<file path="config.mk">
export PLATFORM = sky130hd
export DESIGN_NAME = ps_inst_fetch_flat
export DESIGN_NICKNAME = d
export VERILOG_FILES = /design/src/rtl/ps_pkg.sv /design/src/rtl/ps_inst_fetch_if.sv /design/src/rtl/ps_fetch_fifo.sv /design/src/rtl/ps_inst_fetch.sv /design/src/flat_wrapper.sv
export SDC_FILE = /design/constraint.sdc
export NUM_CORES = 1
export LEC_CHECK = 0
export ABC_AREA = 1
export ABC_CLOCK_PERIOD_IN_PS = 4700
export CAP_MARGIN = 10
export CORE_MARGIN = 2
export CORE_UTILIZATION = 51
export DETAILED_ROUTE_END_ITERATION = 8
export GPL_TIMING_DRIVEN = 0
export PLACE_DENSITY_LB_ADDON = 0.15
export SYNTH_ARGS = -nofsm -noshare
export SYNTH_HDL_FRONTEND = slang
export SYNTH_HIERARCHICAL = 1
export SYNTH_SLANG_ARGS = --single-unit
</file>
<file path="constraint.sdc">
create_clock -name clk -period 4.7 [get_ports clk]
set_clock_uncertainty 0.15 [all_clocks]
set_input_delay 1.41 -clock clk [delete_from_list [all_inputs] [get_ports clk]]
set_output_delay 1.41 -clock clk [all_outputs]
set_load 0.02 [all_outputs]
</file>
<file path="src/rtl/ps_pkg.sv">
// Shared program-sequencer definitions: instruction width, compute opcode field and the
// fetch FSM state encoding.
package ps_pkg;

    localparam int unsigned INST_W      = 48;
    localparam int unsigned OPC_HI      = 47;
    localparam int unsigned OPC_LO      = 45;
    localparam logic [2:0]  OPC_COMPUTE = 3'b001;

    typedef enum logic [1:0] {
        StIdle,
        StReq,
        StDrop
    } fetch_st_e;

    function automatic logic is_compute(input logic [INST_W-1:0] inst);
        return inst[OPC_HI:OPC_LO] == OPC_COMPUTE;
    endfunction

endpackage

</file>
<file path="src/rtl/ps_inst_fetch_if.sv">
// Fetch-stage bus: program-memory handshake, jump redirect and decoder-facing issue signals.
interface ps_inst_fetch_if #(
    parameter int unsigned PC_W = 16
);

    logic                        pm_req;
    logic [PC_W-1:0]             pm_addr;
    logic                        pm_ack;
    logic [ps_pkg::INST_W-1:0]   pm_rdata;
    logic                        stall;
    logic                        jmp_en;
    logic [PC_W-1:0]             jmp_addr;
    logic                        iss_vld;
    logic [ps_pkg::INST_W-1:0]   iss_inst;
    logic [PC_W-1:0]             iss_pc;
    logic                        cpt_en;
    logic                        bt_26;
    logic [20:0]                 bt_5t25;

    modport master (
        output pm_req, pm_addr, iss_vld, iss_inst, iss_pc, cpt_en, bt_26, bt_5t25,
        input  pm_ack, pm_rdata, stall, jmp_en, jmp_addr
    );

    modport slave (
        input  pm_req, pm_addr, iss_vld, iss_inst, iss_pc, cpt_en, bt_26, bt_5t25,
        output pm_ack, pm_rdata, stall, jmp_en, jmp_addr
    );

endinterface

</file>
<file path="src/rtl/ps_fetch_fifo.sv">
// Synchronous FIFO holding fetched {word, pc} entries; flush empties it in a single cycle.
module ps_fetch_fifo #(
    parameter int unsigned DEPTH = 4,
    parameter int unsigned WIDTH = 64
) (
    input  logic                     clk,
    input  logic                     rst,
    input  logic                     push_i,
    input  logic [WIDTH-1:0]         push_data_i,
    input  logic                     pop_i,
    input  logic                     flush_i,
    output logic [WIDTH-1:0]         head_o,
    output logic                     full_o,
    output logic                     empty_o,
    output logic [$clog2(DEPTH):0]   free_o
);

    localparam int unsigned AW = $clog2(DEPTH);

    logic [AW:0]      wptr_q, wptr_d, rptr_q, rptr_d;
    logic [AW:0]      count;
    logic [WIDTH-1:0] mem_q [DEPTH];

    // Pointers carry one extra wrap bit so full and empty are distinguishable.
    assign count   = wptr_q - rptr_q;
    assign full_o  = count == (AW+1)'(DEPTH);
    assign empty_o = count == '0;
    assign free_o  = (AW+1)'(DEPTH) - count;
    assign head_o  = mem_q[rptr_q[AW-1:0]];

    always_comb begin
        wptr_d = wptr_q;
        rptr_d = rptr_q;
        if (flush_i) begin
            wptr_d = '0;
            rptr_d = '0;
        end else begin
            if (push_i) wptr_d = wptr_q + (AW+1)'(1);
            if (pop_i)  rptr_d = rptr_q + (AW+1)'(1);
        end
    end

    always_ff @(posedge clk or negedge rst) begin
        if (!rst) begin
            wptr_q <= '0;
            rptr_q <= '0;
        end else begin
            wptr_q <= wptr_d;
            rptr_q <= rptr_d;
        end
    end

    always_ff @(posedge clk) begin
        if (push_i && !flush_i) mem_q[wptr_q[AW-1:0]] <= push_data_i;
    end

endmodule

</file>
<file path="src/rtl/ps_inst_fetch.sv">
// Fetch/issue stage ahead of the compute decoder. Define PS_FETCH_BYPASS_EN to let an acked
// word load an empty issue register directly instead of passing through the FIFO.
module ps_inst_fetch
    import ps_pkg::*;
#(
    parameter int unsigned PC_W  = 16,
    parameter int unsigned DEPTH = 4
) (
    input logic             clk,
    input logic             rst,
    ps_inst_fetch_if.master bus
);

    localparam int unsigned ENT_W = INST_W + PC_W;
    localparam int unsigned CNT_W = $clog2(DEPTH) + 1;

    fetch_st_e         st_q, st_d;
    logic [PC_W-1:0]   fpc_q, fpc_d, drop_addr_q, drop_addr_d;
    logic              iss_vld_q, iss_vld_d;
    logic [INST_W-1:0] iss_inst_q, iss_inst_d;
    logic [PC_W-1:0]   iss_pc_q, iss_pc_d;

    logic              ack_take, consume, can_load, bypass, push, pop;
    logic              fifo_full, fifo_empty;
    logic [CNT_W-1:0]  fifo_free, free_after;
    logic [ENT_W-1:0]  fifo_head;
    logic [INST_W-1:0] inst_out;
    logic              compute;

    ps_fetch_fifo #(
        .DEPTH(DEPTH),
        .WIDTH(ENT_W)
    ) u_fifo (
        .clk        (clk),
        .rst        (rst),
        .push_i     (push),
        .push_data_i({bus.pm_rdata, fpc_q}),
        .pop_i      (pop),
        .flush_i    (bus.jmp_en),
        .head_o     (fifo_head),
        .full_o     (fifo_full),
        .empty_o    (fifo_empty),
        .free_o     (fifo_free)
    );

    assign ack_take = (st_q == StReq) && bus.pm_ack && !bus.jmp_en;
    assign consume  = iss_vld_q && !bus.stall;
    assign can_load = !iss_vld_q || consume;
`ifdef PS_FETCH_BYPASS_EN
    assign bypass = ack_take && fifo_empty && can_load;
`else
    assign bypass = 1'b0;
`endif
    assign push       = ack_take && !bypass;
    assign pop        = !bus.jmp_en && can_load && !fifo_empty;
    assign free_after = fifo_free - CNT_W'(push) + CNT_W'(pop);

    always_comb begin
        st_d        = st_q;
        fpc_d       = fpc_q;
        drop_addr_d = drop_addr_q;
        unique case (st_q)
            StIdle: begin
                if (bus.jmp_en) fpc_d = bus.jmp_addr;
                if (bus.jmp_en || !fifo_full) st_d = StReq;
            end
            StReq: begin
                if (bus.jmp_en) begin
                    fpc_d = bus.jmp_addr;
                    // Outstanding request must still be acked; remember its address.
                    if (!bus.pm_ack) begin
                        drop_addr_d = fpc_q;
                        st_d        = StDrop;
                    end
                end else if (bus.pm_ack) begin
                    fpc_d = fpc_q + PC_W'(1);
                    st_d  = (free_after != '0) ? StReq : StIdle;
                end
            end
            StDrop: begin
                if (bus.jmp_en) fpc_d = bus.jmp_addr;
                if (bus.pm_ack) st_d = StReq;
            end
            default: st_d = StIdle;
        endcase
    end

    always_comb begin
        iss_vld_d  = iss_vld_q;
        iss_inst_d = iss_inst_q;
        iss_pc_d   = iss_pc_q;
        if (bus.jmp_en) begin
            iss_vld_d = 1'b0;
        end else if (pop) begin
            iss_vld_d              = 1'b1;
            {iss_inst_d, iss_pc_d} = fifo_head;
        end else if (bypass) begin
            iss_vld_d  = 1'b1;
            iss_inst_d = bus.pm_rdata;
            iss_pc_d   = fpc_q;
        end else if (consume) begin
            iss_vld_d = 1'b0;
        end
    end

    always_ff @(posedge clk or negedge rst) begin
        if (!rst) begin
            st_q        <= StIdle;
            fpc_q       <= '0;
            drop_addr_q <= '0;
            iss_vld_q   <= 1'b0;
            iss_inst_q  <= '0;
            iss_pc_q    <= '0;
        end else begin
            st_q        <= st_d;
            fpc_q       <= fpc_d;
            drop_addr_q <= drop_addr_d;
            iss_vld_q   <= iss_vld_d;
            iss_inst_q  <= iss_inst_d;
            iss_pc_q    <= iss_pc_d;
        end
    end

    assign inst_out     = iss_vld_q ? iss_inst_q : '0;
    assign compute      = is_compute(inst_out);
    assign bus.pm_req   = st_q != StIdle;
    assign bus.pm_addr  = (st_q == StReq) ? fpc_q : (st_q == StDrop) ? drop_addr_q : '0;
    assign bus.iss_vld  = iss_vld_q;
    assign bus.iss_inst = inst_out;
    assign bus.iss_pc   = iss_vld_q ? iss_pc_q : '0;
    // Combinational in stall so the decoder sees the consume in the same cycle.
    assign bus.cpt_en   = iss_vld_q && compute && !bus.stall;
    assign bus.bt_26    = compute && inst_out[26];
    assign bus.bt_5t25  = compute ? inst_out[25:5] : '0;

endmodule

</file>
<file path="src/flat_wrapper.sv">
// flat-port wrapper written by rule: the top's interface ports become plain ports
module ps_inst_fetch_flat import ps_pkg::*;
#(
    parameter int unsigned PC_W  = 16,
    parameter int unsigned DEPTH = 4
)
  (clk, rst, bus_pm_req, bus_pm_addr, bus_iss_vld, bus_iss_inst, bus_iss_pc, bus_cpt_en, bus_bt_26, bus_bt_5t25, bus_pm_ack, bus_pm_rdata, bus_stall, bus_jmp_en, bus_jmp_addr);
  ps_inst_fetch_if #(.PC_W(PC_W)) bus_i ();
  input logic clk;
  input logic rst;
  output wire logic [$bits(bus_i.pm_req)-1:0] bus_pm_req;
  output wire logic [$bits(bus_i.pm_addr)-1:0] bus_pm_addr;
  output wire logic [$bits(bus_i.iss_vld)-1:0] bus_iss_vld;
  output wire logic [$bits(bus_i.iss_inst)-1:0] bus_iss_inst;
  output wire logic [$bits(bus_i.iss_pc)-1:0] bus_iss_pc;
  output wire logic [$bits(bus_i.cpt_en)-1:0] bus_cpt_en;
  output wire logic [$bits(bus_i.bt_26)-1:0] bus_bt_26;
  output wire logic [$bits(bus_i.bt_5t25)-1:0] bus_bt_5t25;
  input wire logic [$bits(bus_i.pm_ack)-1:0] bus_pm_ack;
  input wire logic [$bits(bus_i.pm_rdata)-1:0] bus_pm_rdata;
  input wire logic [$bits(bus_i.stall)-1:0] bus_stall;
  input wire logic [$bits(bus_i.jmp_en)-1:0] bus_jmp_en;
  input wire logic [$bits(bus_i.jmp_addr)-1:0] bus_jmp_addr;
  assign bus_pm_req = bus_i.pm_req;
  assign bus_pm_addr = bus_i.pm_addr;
  assign bus_iss_vld = bus_i.iss_vld;
  assign bus_iss_inst = bus_i.iss_inst;
  assign bus_iss_pc = bus_i.iss_pc;
  assign bus_cpt_en = bus_i.cpt_en;
  assign bus_bt_26 = bus_i.bt_26;
  assign bus_bt_5t25 = bus_i.bt_5t25;
  assign bus_i.pm_ack = bus_pm_ack;
  assign bus_i.pm_rdata = bus_pm_rdata;
  assign bus_i.stall = bus_stall;
  assign bus_i.jmp_en = bus_jmp_en;
  assign bus_i.jmp_addr = bus_jmp_addr;
  ps_inst_fetch #(.PC_W(PC_W), .DEPTH(DEPTH)) u_core (.clk(clk), .rst(rst), .bus(bus_i));
endmodule
</file>
==> flow_summary.yaml <==
floorplanning:
  die_h_um: 183
  dieArea_mm2: 0.0335
  core_area_mm2: 0.0316
  io_pins: 174
  rows: 65
  start_util_pct: 51.8
  die_w_um: 183
critical_path:
  cpPeakStageDelay_ns: 0.61
  end_kind: "output pin"
  cp-start-kind: "flip-flop"
  slowest_stage: "clkdlybuf4s50_1"
  crit_required_ns: 3.14
  crit_top_cell: "buf_2"
  reg2reg_depth: 20
  path_max_fanout: 10
  worstPathCellList: "buf_2 -> nand2_1 -> inv_1 -> nand3_2 -> buf_2 -> nor2_1 -> clkdlybuf4s50_1"
  crit_type: "reg -> out"
  cp-startpoint: "u_core/bus.iss_vld$_DFFE_PN0P_"
  reg2reg_from: "u_core/u_fifo/wptr_q[0]$_DFFE_PN0P_"
  cp-endpoint: "bus_bt_5t25[4]"
  cp_data_arrival_time_ns: 2.88
  ff2ff_setup_slack_ns: 0.88
  reg2reg_to: "u_core/st_q[0]$_DFFE_PN0P_"
synthesis:
  synth-adder-area-share_pct: 1.16
  synth_edf_count: 256
  synth_top_family_by_area: "simple AND/OR/NAND/NOR gates"
  async_reset_ff_share_pct: 29.1
  avgSynthCellArea_um2: 9.03
  synth-main-ff-cell: "edfxtp_1"
  syn_area_mm2: 0.0163
  yosys_warnings: 6
  ys_seq_elements: 361
  synthMuxAreaShare_pct: 0
  synth_cell_types: 28
  synth_seq_area_share_pct: 63.1
  synth_compound_area_share_pct: 2.22
  synthCells: 1811
  synth_nets: 1894
  synth_xor_area_share_pct: 0.161
  synthSimpleGateAreaFrac_pct: 22.6
placement:
  gp_congestion: 0.833
  hpwl_um: 26300
  placed_cell_area_mm2: 0.0188
  port_buffers: 173
  dp.cells: 2395
routing:
  wl_per_cell_um: 15.8
  wl_met3_um: 2360
  met1_length_um: 17100
  vias_per_cell: 4.98
  via_count: 12300
  postRouteAntennaNets: 0
  wl_met2_um: 18600
  wl_um: 39000
  drtIter0Drc: 1086
  topRoutingLayerUsed: "met4"
  drt_pass1_iterations: 7
  drc: 0
job:
  drv_cap: 0
final_layout:
  final_cells: 2466
  layout_common_cells: "nand2_1, inv_1, edfxtp_1"
  postLayoutCellArea_mm2: 0.0200
  areaGrowthSynthToFinish_pct: 22.4
  drive_gt1_share_pct: 6.69
  nets: 2117
  mostFrequentLayoutCell: "nand2_1"
timing:
  max_freq_mhz: 225
  rsz0062_at_grt: "no"
  fin_crit_ns: 4.44
  final_hold_viol_count: 0
  drv_slew: 0
  tightest_slew_ns: 0.943
  setup_violations: 0
  final.setup.tns_ns: 0
  period_share_pct: 94.5
  slew_headroom_pct: 37.0
  whs_ns: 0.325
clocking:
  clkSlewWorstSetupHoldPaths_ns: 0.06
  cts_tree: "done"
  root_buffer: "clkbuf_16"
  worstSkewPairLatency_ns: 0.52
  cts.sink_count: 361
  ctsHoldBuffers: 0
  cts_buffers: 39
  clk_path_buf_depth: 3
  cts_max_level: 2
grt:
  grt_overflow: 0
  grt_pass1_wl_um: 61600
  grt_pass1_vias: 12100
  antenna_found_initial: 1
  grt_start_max_net_pins: 81
  grt_usage_pct: 23.7
power:
  peakVddDrop_v: 0.000464
  p_leak_nw: 9.66
  p_per_area_mw_per_mm2: 588
outcome:
  status: "complete, no violations"
min_path:
  hold_path.class: "reg -> reg"
[cell type report]
class                           instances  area [um^2]
Clock buffer                           53         1070
Multi-Input combinational cell       1005         4310
Sequential cell                       361        10300
Fill cell                            2544        11600
Inverter                              371         1390
Clock inverter                         17          111
Antenna cell                            1         2.50
Timing Repair Buffer                  182         1940
Tap cell                              402          503
Buffer                                 74          367
[worst max-delay path, delay by kind of cell, from the launching register on]
family,cells,cell delay (ns)
buffers and inverters,4,1.42
and+or+nand+nor,3,0.51
DFF,1,0.43
[stage by stage]
stage               power [mW]  util [%]  setup WS, ns
floorplan                 7.19         -        -0.863
global placement          8.85      58.9         -3.95
detailed placement        8.96      59.6        -0.178
CTS                       11.8      63.4        0.0253
global route              12.5      63.4         0.121
finish                    11.8      63.4         0.257
[how the worst min path moves through the flow]
stage	start	to	slack (ns)	cells past startpoint
after detailed placement	u_core/iss_inst_q[44]$_DFFE_PN0P_	u_core/iss_inst_q[44]$_DFFE_PN0P_	0.32	2
after floorplan	u_core/iss_inst_q[0]$_DFFE_PN0P_	u_core/iss_inst_q[0]$_DFFE_PN0P_	0.30	2
after global placement	u_core/iss_inst_q[26]$_DFFE_PN0P_	u_core/iss_inst_q[26]$_DFFE_PN0P_	0.31	2
after global routing	u_core/iss_pc_q[7]$_DFFE_PN0P_	u_core/iss_pc_q[7]$_DFFE_PN0P_	0.34	2
after CTS	u_core/iss_inst_q[17]$_DFFE_PN0P_	u_core/iss_inst_q[17]$_DFFE_PN0P_	0.33	2
final	u_core/iss_inst_q[0]$_DFFE_PN0P_	u_core/iss_inst_q[0]$_DFFE_PN0P_	0.33	2
[registers in the layout, summed over array words and instances, names as in the netlist]
| name | flops |
|---|---|
| u_core/u_fifo/mem_q | 256 |
| u_core/fpc_q | 16 |
| u_core/iss_pc_q | 16 |
| u_core/u_fifo/rptr_q | 3 |
| u_core/bus.iss_vld | 1 |
| u_core/st_q | 2 |
| u_core/drop_addr_q | 16 |
| u_core/iss_inst_q | 48 |
| u_core/u_fifo/wptr_q | 3 |
[cell usage after synthesis (all sizes together), types with 2 or more instances]
master	number	area share (%)
edfxtp	256	47
a21oi	9	0.28
nor2	73	1.8
xor2	3	0.16
nand2	687	16
fa	2	0.24
o21ai	53	1.6
clkbuf	10	0.24
a31oi	2	0.077
ha	12	0.92
buf	64	2.0
dfrtp	105	16
o22ai	3	0.20
nand4	6	0.23
inv	371	8.5
nand3	151	4.6
[power breakdown]
group | total [mW] | internal, mW | switching (mW)
registers | 4.38 | 3.99 | 0.391
logic | 4.55 | 1.59 | 2.96
clock network | 2.82 | 1.65 | 1.18
[repair_timing]
item,CTS,global route
setup buffers,0,0
resized for setup,0,1
hold endpoints to repair,0,0
setup endpoints to repair,0,20
[cells by family after synthesis]
family	after synthesis
flops	361
xor+xnor	3
compound gates	68
buf+inv	445
fa+ha+maj	14
simple gates	920
[layer usage]
| layer | GRT usage (%) | up-vias |
|---|---|---|
| li1 | - | 6016 |
| met1 | 32.5 | 5765 |
| met4 | 7.58 | 0 |
| met5 | 0 | - |
| met3 | 3.24 | 76 |
| met2 | 39.5 | 429 |
No activity file was read; power rests on OpenSTA's default activity.
